[src/rtl/periph_bus_arbiter.sv]
// Round-robin two-master arbiter for the RAM/GPIO/Timer peripheral bus.
// Each granted access runs IDLE -> ACCESS -> CAPTURE -> RESP with registered outputs.
module periph_bus_arbiter #(
    parameter logic [3:0] RAM_REGION   = 4'h0,
    parameter logic [3:0] GPIO_REGION  = 4'h1,
    parameter logic [3:0] TIMER_REGION = 4'h2
) (
    input  logic        clk,
    input  logic        rst,

    input  logic        m0_req,
    input  logic [31:0] m0_addr,
    input  logic [31:0] m0_wdata,
    input  logic        m0_l_or_s,
    output logic        m0_gnt,
    output logic        m0_ready,
    output logic [31:0] m0_rdata,
    output logic        m0_err,

    input  logic        m1_req,
    input  logic [31:0] m1_addr,
    input  logic [31:0] m1_wdata,
    input  logic        m1_l_or_s,
    output logic        m1_gnt,
    output logic        m1_ready,
    output logic [31:0] m1_rdata,
    output logic        m1_err,

    output logic [31:0] p_addr,
    output logic [31:0] p_wdata,
    output logic        p_w_r,
    output logic        ram_sel,
    output logic        gpio_sel,
    output logic        timer_sel,
    input  logic [31:0] ram_rdata,
    input  logic [31:0] gpio_rdata,
    input  logic [31:0] timer_rdata
);

    localparam logic [1:0] IDLE    = 2'd0;
    localparam logic [1:0] ACCESS  = 2'd1;
    localparam logic [1:0] CAPTURE = 2'd2;
    localparam logic [1:0] RESP    = 2'd3;

    logic [1:0]  state_q, state_d;
    logic        lastGrant_q, lastGrant_d;
    logic        winner_q, winner_d;
    logic [31:0] addr_q, addr_d;
    logic [31:0] wdata_q, wdata_d;
    logic        loadStore_q, loadStore_d;
    logic        pwr_q, pwr_d;
    logic [2:0]  sel_q, sel_d;
    logic [1:0]  gnt_q, gnt_d;
    logic [1:0]  ready_q, ready_d;
    logic [1:0]  err_q, err_d;
    logic [31:0] rdata0_q, rdata0_d;
    logic [31:0] rdata1_q, rdata1_d;

    logic        win;
    logic [31:0] winAddr;
    logic [31:0] capData;

    // Select vector is {timer, gpio, ram}; an unmapped region yields all-zero.
    function automatic logic [2:0] decodeRegion(input logic [3:0] region);
        logic [2:0] s;
        s = 3'b000;
        if (region == RAM_REGION)
            s = 3'b001;
        else if (region == GPIO_REGION)
            s = 3'b010;
        else if (region == TIMER_REGION)
            s = 3'b100;
        return s;
    endfunction

    always_comb begin
        if (m0_req && m1_req)
            win = ~lastGrant_q;
        else
            win = m1_req;
        winAddr = win ? m1_addr : m0_addr;

        capData = 32'h0;
        if (loadStore_q) begin
            unique case (sel_q)
                3'b001:  capData = ram_rdata;
                3'b010:  capData = gpio_rdata;
                3'b100:  capData = timer_rdata;
                default: capData = 32'h0;
            endcase
        end
    end

    always_comb begin
        state_d     = state_q;
        lastGrant_d = lastGrant_q;
        winner_d    = winner_q;
        addr_d      = addr_q;
        wdata_d     = wdata_q;
        loadStore_d = loadStore_q;
        pwr_d       = pwr_q;
        sel_d       = sel_q;
        gnt_d       = 2'b00;
        ready_d     = 2'b00;
        err_d       = 2'b00;
        rdata0_d    = rdata0_q;
        rdata1_d    = rdata1_q;

        case (state_q)
            IDLE: begin
                if (m0_req || m1_req) begin
                    winner_d    = win;
                    lastGrant_d = win;
                    addr_d      = winAddr;
                    wdata_d     = win ? m1_wdata : m0_wdata;
                    loadStore_d = win ? m1_l_or_s : m0_l_or_s;
                    pwr_d       = win ? m1_l_or_s : m0_l_or_s;
                    sel_d       = decodeRegion(winAddr[31:28]);
                    gnt_d[win]  = 1'b1;
                    state_d     = ACCESS;
                end
            end
            ACCESS: begin
                // The store already happened on this edge; block a repeat write.
                pwr_d   = 1'b1;
                state_d = CAPTURE;
            end
            CAPTURE: begin
                if (winner_q)
                    rdata1_d = capData;
                else
                    rdata0_d = capData;
                ready_d[winner_q] = 1'b1;
                err_d[winner_q]   = (sel_q == 3'b000);
                sel_d             = 3'b000;
                state_d           = RESP;
            end
            RESP: begin
                state_d = IDLE;
            end
            default: begin
                state_d = IDLE;
            end
        endcase
    end

    // Reset leaves master 0 as first winner by recording master 1 as last grant.
    always_ff @(posedge clk or negedge rst) begin
        if (!rst) begin
            state_q     <= IDLE;
            lastGrant_q <= 1'b1;
            winner_q    <= 1'b0;
            addr_q      <= 32'h0;
            wdata_q     <= 32'h0;
            loadStore_q <= 1'b1;
            pwr_q       <= 1'b1;
            sel_q       <= 3'b000;
            gnt_q       <= 2'b00;
            ready_q     <= 2'b00;
            err_q       <= 2'b00;
            rdata0_q    <= 32'h0;
            rdata1_q    <= 32'h0;
        end else begin
            state_q     <= state_d;
            lastGrant_q <= lastGrant_d;
            winner_q    <= winner_d;
            addr_q      <= addr_d;
            wdata_q     <= wdata_d;
            loadStore_q <= loadStore_d;
            pwr_q       <= pwr_d;
            sel_q       <= sel_d;
            gnt_q       <= gnt_d;
            ready_q     <= ready_d;
            err_q       <= err_d;
            rdata0_q    <= rdata0_d;
            rdata1_q    <= rdata1_d;
        end
    end

    assign m0_gnt    = gnt_q[0];
    assign m1_gnt    = gnt_q[1];
    assign m0_ready  = ready_q[0];
    assign m1_ready  = ready_q[1];
    assign m0_err    = err_q[0];
    assign m1_err    = err_q[1];
    assign m0_rdata  = rdata0_q;
    assign m1_rdata  = rdata1_q;
    assign p_addr    = addr_q;
    assign p_wdata   = wdata_q;
    assign p_w_r     = pwr_q;
    assign ram_sel   = sel_q[0];
    assign gpio_sel  = sel_q[1];
    assign timer_sel = sel_q[2];

endmodule

[config.mk]
export PLATFORM = sky130hd
export DESIGN_NAME = periph_bus_arbiter
export DESIGN_NICKNAME = d
export VERILOG_FILES = /design/src/rtl/periph_bus_arbiter.sv
export SDC_FILE = /design/constraint.sdc
export NUM_CORES = 1
export LEC_CHECK = 0
export BUFFER_PORTS_ARGS = -buffer_cell sky130_fd_sc_hd__buf_2
export CAP_MARGIN = 20
export CORE_ASPECT_RATIO = 0.5
export CORE_MARGIN = 3
export CORE_UTILIZATION = 45
export CTS_CLUSTER_DIAMETER = 150
export DETAILED_ROUTE_END_ITERATION = 16
export GPL_TIMING_DRIVEN = 1
export PLACE_DENSITY = 0.81
export SYNTH_ARGS = -nofsm -noshare
export SYNTH_HDL_FRONTEND = slang
export SYNTH_SLANG_ARGS = --single-unit
export TNS_END_PERCENT = 1
[constraint.sdc]
create_clock -name clk -period 2 [get_ports clk]
set_input_delay 0.1 -clock clk [delete_from_list [all_inputs] [get_ports clk]]
set_output_delay 0.1 -clock clk [all_outputs]
set_load 0.02 [all_outputs]
==> impl_metrics.ini, run 1 <==
[die]
num_rows = 30
coreArea_sq_um = 14040
die_w_microns = 178.6
die-area_sq_um = 16480
initial_core_util = 0.4773
fp.dieH_microns = 92.28
ios = 368

[synth]
netlist_area_sq_um = 6700
ys_seq_elements = 143
netlist_top_cells_count = 140 x dfrtp_1, 103 x nand2_1, 55 x o21ai_0
yosysWarnings = 0
ys_types = 41
ys_seq_area_frac = 0.5346
synth_edf_count = 0
synth_top_cell_by_area = dfrtp_1
synth_ff_type = dfrtp_1
synth_top_area_share = 0.5229
syn_inst = 649
syn-num-nets = 882
syn_area_per_cell_sq_um = 10.32
synth_area_leaders = dfrtp_1 52%, nand2_1 5.8%, mux2i_1 5.7%
yosys.cell_count.top_type = dfrtp_1
async_flop_share = 1.000

[global_routing]
gr-total-overflow = 0
grt_first_pass_wirelength_microns = 38700
antenna_found_initial = 0
gr-usage-all-layers = 0.2972
grt_pass1_vias = 7465
grt_max_degree = 71

[status]
status = complete, no violations

[sta]
tightest_slew_ns = 0.9091
worst_clock_skew_ns = 0.009765
setup_tns_ns = 0
slew_headroom = 0.3933
min_period_ns = 1.932
setup_viol = 0
timing.final.crit_share = 0.9661
timing.fmax_ghz = 0.5176
rsz0062_at_grt = yes
hold_viol_final = 0
drv_slew = 0

[placed_design]
hpwl_microns = 16170
finalWeightedCongestion = 0.8897
numPortBuffers = 367

[route]
drc = 0
ant_nets = 0
vias_per_cell = 5.519
vias = 7131
avgRoutedWirePerCell_microns = 19.27
drtIter0Drc = 515
dr.pass1.iters = 5
drt_wl_total_microns = 24900

[setup_path]
endpoint_kind = flop
crit_path_start_kind = flop
critPathArrivalTime_ns = 2.22
worst-setup-path-type = reg -> reg
critPathRequiredTime_ns = 2.29
crit_start = lastGrant_q
cp_max_fo = 54
reg2reg_from = lastGrant_q

[pwr]
ir_worst_vdd_uv = 630.8
power_leakage_nw = 5.322
power_density_nw_per_um2 = 1273

[cells_and_area]
antenna_cells = 0
drive_gt1_frac = 0.3955
multi_input_area_sq_um = 2878
fin_util = 0.7361
fillCellCount = 992
seqCellArea_sq_um = 3585
area_growth_pct = 54.23
final_nets = 1321

[cts]
insertion_delay_ns = 0.41
cts_tree = built
clock_path_buffers = 2
cts_max_level = 4
cts_buffers = 17
clock_sinks = 143
root_buffer = clkbuf_16
clk_pin_slew_ns = 0.06

[min_path]
min_from = m0_addr[7]
min_path_type = in -> reg

[run]
drv_cap = 0
-- kinds of logic after synthesis --
kind of cell / count (synthesis) / share of synthesized area
multiplexers: 39 / 0.05845
AO/OA/AOI/OAI: 179 / 0.1763
buffers and inverters: 69 / 0.04258
adder cells (fa/ha/maj): 3 / 0.005603
flip-flops: 143 / 0.5346
AND/OR/NAND/NOR: 215 / 0.1811
XOR/XNOR: 1 / 0.001307
-- metrics by stage --
step | std cells | cell area, sq um | worst slack [ns] | total power, mW | hold WS [ns]
global route | 1292 | 10330 | -0.01984 | 13.85 | 0.009927
global placement | 1170 | 8776 | 0.07235 | 9.303 | 0.1021
floorplan | 649 | 6700 | 0.3097 | 7.492 | -0.1956
detailed placement | 1170 | 8776 | -0.005335 | 9.461 | 0.1050
finish | 1292 | 10330 | 0.06783 | 13.16 | 0.004265
CTS | 1292 | 10320 | 0.0005811 | 13.09 | 0.0001351
-- critical path, cell delays in order (launching register included) --
cell           delay (ns)
dfstp_2              0.39
a21boi_4             0.20
buf_12               0.28
mux2i_1              0.24
dlygate4sd3_1        0.59
o21ai_1              0.07
-- path summary, 6_finish.rpt --
path                                 to  slack [ns]  depth (start not counted)
min reg2reg                m1_rdata[21]        0.48                          2
min in group asynchronous  m0_rdata[22]        0.20                          2
min                           p_addr[7]       0.004                          3
max reg2reg                 p_wdata[31]        0.07                          5
max in group asynchronous    p_wdata[6]        1.01                          3
max                         p_wdata[31]        0.07                          5
-- power by group --
part	switching, mW	internal [mW]	total (mW)	leakage (nW)
Combinational	3.35	1.99	5.34	3.17
Clock	1.26	2.13	3.39	0.296
Sequential	0.564	3.87	4.43	1.86
Total	5.17	7.99	13.2	5.32
-- final cells by class --
class / instances / area share
Tap cell: 192 / 0.02325
Sequential cell: 143 / 0.3469
Clock inverter: 12 / 0.01804
Clock buffer: 19 / 0.04286
Inverter: 9 / 0.003269
Timing Repair Buffer: 480 / 0.2872
Multi-Input combinational cell: 437 / 0.2785
-- cells in the final DEF, fill, tap and decap left out, types with 5 or more instances in the layout --
cell type / count
dfrtp_1: 138
inv_1: 8
o21ai_0: 54
a221oi_1: 32
nand2_1: 103
nor4_1: 5
buf_2: 366
dlygate4sd3_1: 91
a221o_1: 26
and2_1: 34
o21ai_1: 52
buf_4: 16
nor4bb_1: 29
and3_1: 26
mux2i_1: 38
clkbuf_16: 17
-- sequential cells by signal (all words and copies together), names as in the netlist --
name,flops
m1_rdata,32
lastGrant_q,1
sel_q,3
p_w_r,1
winner_q,1
p_addr,32
loadStore_q,1
p_wdata,32
gnt_q,2
ready_q,2
state_q,2
m0_rdata,32
err_q,2
-- per-layer routing --
layer,track usage,wire (microns),vias up,part of all wire
li1,-,-,3249,-
met1,0.3658,9730,3472,0.39
met2,0.5147,12830,333,0.52
met3,0.05955,1585,77,0.064
met4,0.1159,748,0,0.030
met5,0,0,-,0
-- repair_timing --
item / CTS / global route
endpoints found under the hold margin: 111 / 0
pin swaps: 1 / 0
cloned: 0 / 0
hold buffers: 91 / 0
setup buffers: 0 / 0
setup endpoints to repair: 2 / 51
resized for setup: 1 / 5
No activity file was read; power rests on OpenSTA's default activity.
==> inputs of run 2 (changes only) <==
Settings changed: PLACE_DENSITY 0.81 to 0.78.
==> impl_metrics.ini, run 2 (same netlist as run 1, synthesis figures left out) <==
[min_path]
hold_path_end = p_addr[10]
min_path_type = in -> reg
min_from = m0_addr[10]
hold_path_depth = 3

[pwr]
power_leakage_nw = 5.364
power_density_nw_per_um2 = 1258
ir_worst_vdd_uv = 864.7

[route]
drc = 0
ant_nets = 0
drt_wl_total_microns = 24670
drtIter0Drc = 529
vias_per_cell = 5.519
avgRoutedWirePerCell_microns = 19.13
dr.pass1.iters = 5
vias = 7120

[global_routing]
grt_first_pass_wirelength_microns = 38230
gr-total-overflow = 0
gr-usage-all-layers = 0.2937
grt_max_degree = 71
grt_pass1_vias = 7366
antenna_found_initial = 1

[cells_and_area]
layout.cells.non_filler = 1290
final_nets = 1320
layout_commonest_cell = buf_2
final_area_sq_um = 10340
antenna_cells = 0
final_cell_mix = 366 x buf_2, 139 x dfrtp_1, 103 x nand2_1
area_growth_pct = 54.38
drive_gt1_frac = 0.3953
fillCellCount = 1015

[setup_path]
cp_cell_sequence = nor2_2, buf_4, a221oi_1, o21ai_0
worst-setup-path-type = reg -> reg
crit_path_max_incr_delay_ns = 0.81
r2r_slack_ns = -0.06
critPathBufInv = 1
critical_path.slowest_cell = nor2_2
cp.depth = 4
critPathTopFamily = simple AND/OR/NAND/NOR gates
crit_path_start_kind = flop
cp_max_fo = 22
critPathRequiredTime_ns = 2.31
r2r_cells = 4
reg2reg_from = sel_q[0]
endpoint_kind = flop
rr_endpoint = m0_rdata[5]
critPathArrivalTime_ns = 2.37

[die]
coreArea_sq_um = 14040
die_w_microns = 178.6
num_rows = 30
die-area_sq_um = 16480
initial_core_util = 0.4773
fp.dieH_microns = 92.28
ios = 368

[sta]
setup_viol = 6
setup_tns_ns = -0.1088
min_period_ns = 2.056
hold_viol_final = 0
setup_slack_ns = -0.05585
drv_slew = 0
slew_headroom = 0.3241
worst_clock_skew_ns = 0.01031
timing.fmax_ghz = 0.4864
rsz0062_at_grt = yes
tightest_slew_ns = 1.013
timing.final.crit_share = 1.028

[cts]
clk_pin_slew_ns = 0.06
root_buffer = clkbuf_16
clock_sinks = 143
clock_path_buffers = 2
insertion_delay_ns = 0.41
cts_tree = built
cts_max_level = 4
cts_buffers = 17

[status]
status = finished, violations left
failed_checks = negative setup slack

[placed_design]
numPortBuffers = 367
place_area_sq_um = 8778
placedCellCount = 1167
hpwl_microns = 15550
finalWeightedCongestion = 0.8670

[run]
drv_cap = 0
==> run 2: how the worst max path moves through the flow <==
stage,end,slack (ns),startpoint
CTS,m0_rdata[5],0.01,sel_q[0]
finish,m0_rdata[5],-0.06,sel_q[0]
detailed placement,m0_rdata[5],-0.004,sel_q[0]
floorplan,state_q[1],0.31,state_q[0]
global placement,m0_rdata[11],0.07,sel_q[0]
global route,m0_rdata[5],-0.13,sel_q[0]
==> run 2: metal layers <==
| metal | track usage | wire length, microns |
|---|---|---|
| met5 | 0 | 13 |
| met4 | 0.1120 | 716 |
| met3 | 0.05749 | 1833 |
| met2 | 0.5254 | 12920 |
| met1 | 0.3493 | 9186 |
==> run 2: stage by stage <==
| step | worst slack, ns | hold WS, ns | utilization | total power, mW |
|---|---|---|---|---|
| 6_report | -0.05585 | 0.0009996 | 0.7368 | 13.01 |
| 5_1_grt | -0.1332 | 0.02195 | 0.7368 | 13.69 |
| 4_1_cts | 0.01127 | 0.001174 | 0.7339 | 12.89 |
| 3_5_place_dp | -0.004240 | 0.1271 | 0.6253 | 9.426 |
| 3_3_place_gp | 0.07038 | 0.1276 | 0.6253 | 9.261 |
| 2_1_floorplan | 0.3097 | -0.1956 | - | 7.492 |
==> run 2: timing repair <==
item | CTS | global route
gates cloned | 0 | 1
hold buffers | 92 | 0
buffers inserted | 0 | 0
endpoints found under the setup margin | 2 | 54
pin swaps | 1 | 0
resized for setup | 0 | 9
hold endpoints to repair | 117 | 0
==> run 2: worst register-to-register path, cell delays in order, from the launching register on <==
cell and delay [ns]:
dfrtp_1 0.49, nor2_2 0.81, buf_4 0.34, a221oi_1 0.11, o21ai_0 0.21
==> run 2: report_power, final <==
group,switching [mW],internal (mW),leakage [nW]
combinational,3.35,2.00,3.21
clock,1.19,2.05,0.290
sequential,0.551,3.87,1.86
==> run 2: final cells by class <==
cell class | count | area [sq um] | share of cell area
clock buffers | 20 | 466.7 | 0.04512
clock inverters | 10 | 136.4 | 0.01318
inverters | 9 | 33.78 | 0.003266
multi-input cells | 438 | 2893 | 0.2797
flip-flops and latches | 143 | 3583 | 0.3464
well taps | 192 | 240.2 | 0.02322
repair buffers | 478 | 2990 | 0.2891
==> inputs of run 3 (changes only) <==
Settings changed: ABC_AREA from default to 1, PLACE_DENSITY 0.78 to 0.77, SKIP_LAST_GASP from default to 1.
==> impl_metrics.ini, run 3 <==
[cells_and_area]
layout_commonest_cell = buf_2
drive_gt1_frac = 0.3361
layout.cells.non_filler = 1518
area_growth_pct = 52.19
final_nets = 1538
final_cell_mix = 366 x buf_2, 273 x nand2_1, 195 x nand3_1

[synth]
yosysWarnings = 0
netlist_top_cells_count = 273 x nand2_1, 195 x nand3_1, 140 x dfrtp_1
synth_top_family_by_area = simple AND/OR/NAND/NOR gates
ys_seq_elements = 143
synth_edf_count = 0
ys_seq_area_frac = 0.5205
synth_fa_ha_area_frac = 0.005454
synth_xor_area_frac = 0
syn-num-nets = 1088
synth_top_cell_by_area = dfrtp_1
syn_inst = 855
yosys.area_share.simple = 0.3594
async_flop_share = 1.000
yosys.cell_count.top_type = nand2_1
syn_area_per_cell_sq_um = 8.050
synth_area_leaders = dfrtp_1 51%, nand2_1 15%, nand3_1 14%
synth_mux_area_frac = 0
netlist_area_sq_um = 6883
synth_top_area_share = 0.5090
synth_ff_type = dfrtp_1
ys_types = 25
synth-compound-area-share = 0.05654

[pwr]
comb_power_share = 0.469
seq_power_share = 0.328
clkPwrFrac = 0.202
ir_worst_vdd_uv = 808.7
switching_share = 0.4516
power_density_nw_per_um2 = 1468
p_int_mw = 8.433
power_switching_mw = 6.945
power_leakage_nw = 5.760

[route]
dr.pass1.iters = 5
vias_per_cell = 5.389
drtIter0Drc = 609
drt_wl_total_microns = 26220
ant_nets = 0
drc = 0
vias = 8181
avgRoutedWirePerCell_microns = 17.27

[die]
fp.dieH_microns = 93.45
num_rows = 31
die-area_sq_um = 16910
die_w_microns = 180.9
coreArea_sq_um = 14700
ios = 368
initial_core_util = 0.4682

[placed_design]
numPortBuffers = 367
placedCellCount = 1383
hpwl_microns = 17300
finalWeightedCongestion = 0.8929
dp_slack_ns = 0.2363

[setup_path]
critical_path.slowest_cell = dfrtp_1
worst-setup-path-type = reg -> out
crit_path_max_incr_delay_ns = 0.77
crit_path_start_kind = flop
critPathRequiredTime_ns = 1.90
cp_max_fo = 22
critPathArrivalTime_ns = 1.80
endpoint_kind = output pin
cp_cell_sequence = buf_4, buf_2

[cts]
insertion_delay_ns = 0.41
cts_max_level = 4
clock_path_buffers = 2
cts_buffers = 17
clk_pin_slew_ns = 0.06
post_cts_buffers = 0
root_buffer = clkbuf_16
clock_sinks = 143
cts_tree = built

[global_routing]
grt_first_pass_wirelength_microns = 41230
antenna_found_initial = 2
grt_max_degree = 60
grt_pass1_vias = 8312
gr-usage-all-layers = 0.3015
gr-total-overflow = 0

[status]
failed_checks = negative hold slack
status = finished, violations left

[sta]
finalHoldWorstSlack_ns = -0.01275
setup_slack_ns = 0.09958
min_period_ns = 1.900
timing.final.crit_share = 0.9502
rsz0062_at_grt = no
setup_viol = 0
drv_slew = 0
worst_clock_skew_ns = 0.01080
tightest_slew_ns = 0.6691
timing.fmax_ghz = 0.5262
setup_tns_ns = 0
hold_viol_final = 1
slew_headroom = 0.5539

[run]
drv_cap = 0

[min_path]
min_path_type = in -> reg
## run 3: changes by cell type after synthesis, moves of 26 or more
| cell | change |
|---|---|
| nand3_1 | +193 |
| nand2_1 | +170 |
| nor4bb_1 | -29 |
| a221oi_1 | -32 |
| mux2i_1 | -38 |
| o21ai_1 | -26 |
| a221o_1 | -26 |
| and3_1 | -26 |
| nor2_1 | +39 |
| nand4_1 | +29 |
| and2_1 | -34 |
## run 3: kinds of logic (layout without fill, tap and decap cells)
kind of cell               after synthesis  in the layout
other                                    0              2
DFF                                    143            143
AOI/OAI and AO/OA                       77             77
and+or+nand+nor                        552            552
adders and majority gates                3              3
buffers and inverters                   80            543
## run 3: cell type report
class                   instances  area [sq um]
flip-flops and latches        143          3582
inverters                      14         60.06
clock inverters                13         140.1
multi-input cells             632          2900
well taps                     198         247.7
repair buffers                497          3097
diodes                          2         5.005
clock buffers                  19         442.9
fillers                      1123          4225
## run 3: worst max-delay path, delay by kind of cell, from the launching register on
family   cells  cell delay (ns)
buf+inv      2             0.62
flops        1             0.77
## run 3: final timing paths
path	start	end	slack, ns	depth (start not counted)
setup / recovery	sel_q[1]	gpio_sel	0.1	2
hold / removal	m1_addr[15]	p_addr[15]	-0.01	3
setup reg to reg	state_q[1]	p_addr[23]	0.15	8
hold reg to reg	lastGrant_q	lastGrant_q	0.47	2
max in group asynchronous	rst	p_wdata[28]	1.10	3
min in group asynchronous	rst	m1_rdata[30]	0.23	2
## run 3: timing repair
action                    4_1_cts  5_1_grt
resized for setup               0        0
hold endpoints to repair      113        0
hold buffers                  101        0
## run 3: metrics by stage
stage | hold slack [ns] | cell area, sq um | power [mW] | utilization
after global placement | 0.1235 | 8876 | 11.82 | 0.6038
after global routing | 0.0003696 | 10480 | 16.29 | 0.7126
final | -0.01275 | 10480 | 15.38 | 0.7126
after CTS | 0.0005419 | 10470 | 15.31 | 0.7122
after floorplan | -0.1956 | 6883 | 9.398 | -
after detailed placement | 0.1150 | 8876 | 12.00 | 0.6038
## run 3: routing by layer
metal,track usage,up-vias,share of wire
met3,0.05711,96,0.074
met2,0.5275,487,0.50
li1,-,3754,-
met1,0.3672,3844,0.39
met4,0.1366,0,0.036
met5,0,-,0
## run 3: power groups by stage
stage / Combinational, mW / Sequential (mW) / Clock (mW)
2_1_floorplan: 2.93 / 6.47 / 0
3_3_place_gp: 6.80 / 5.02 / 0
3_5_place_dp: 6.98 / 5.03 / 0
4_1_cts: 7.14 / 5.01 / 3.16
5_1_grt: 7.82 / 5.18 / 3.29
6_report: 7.22 / 5.05 / 3.11
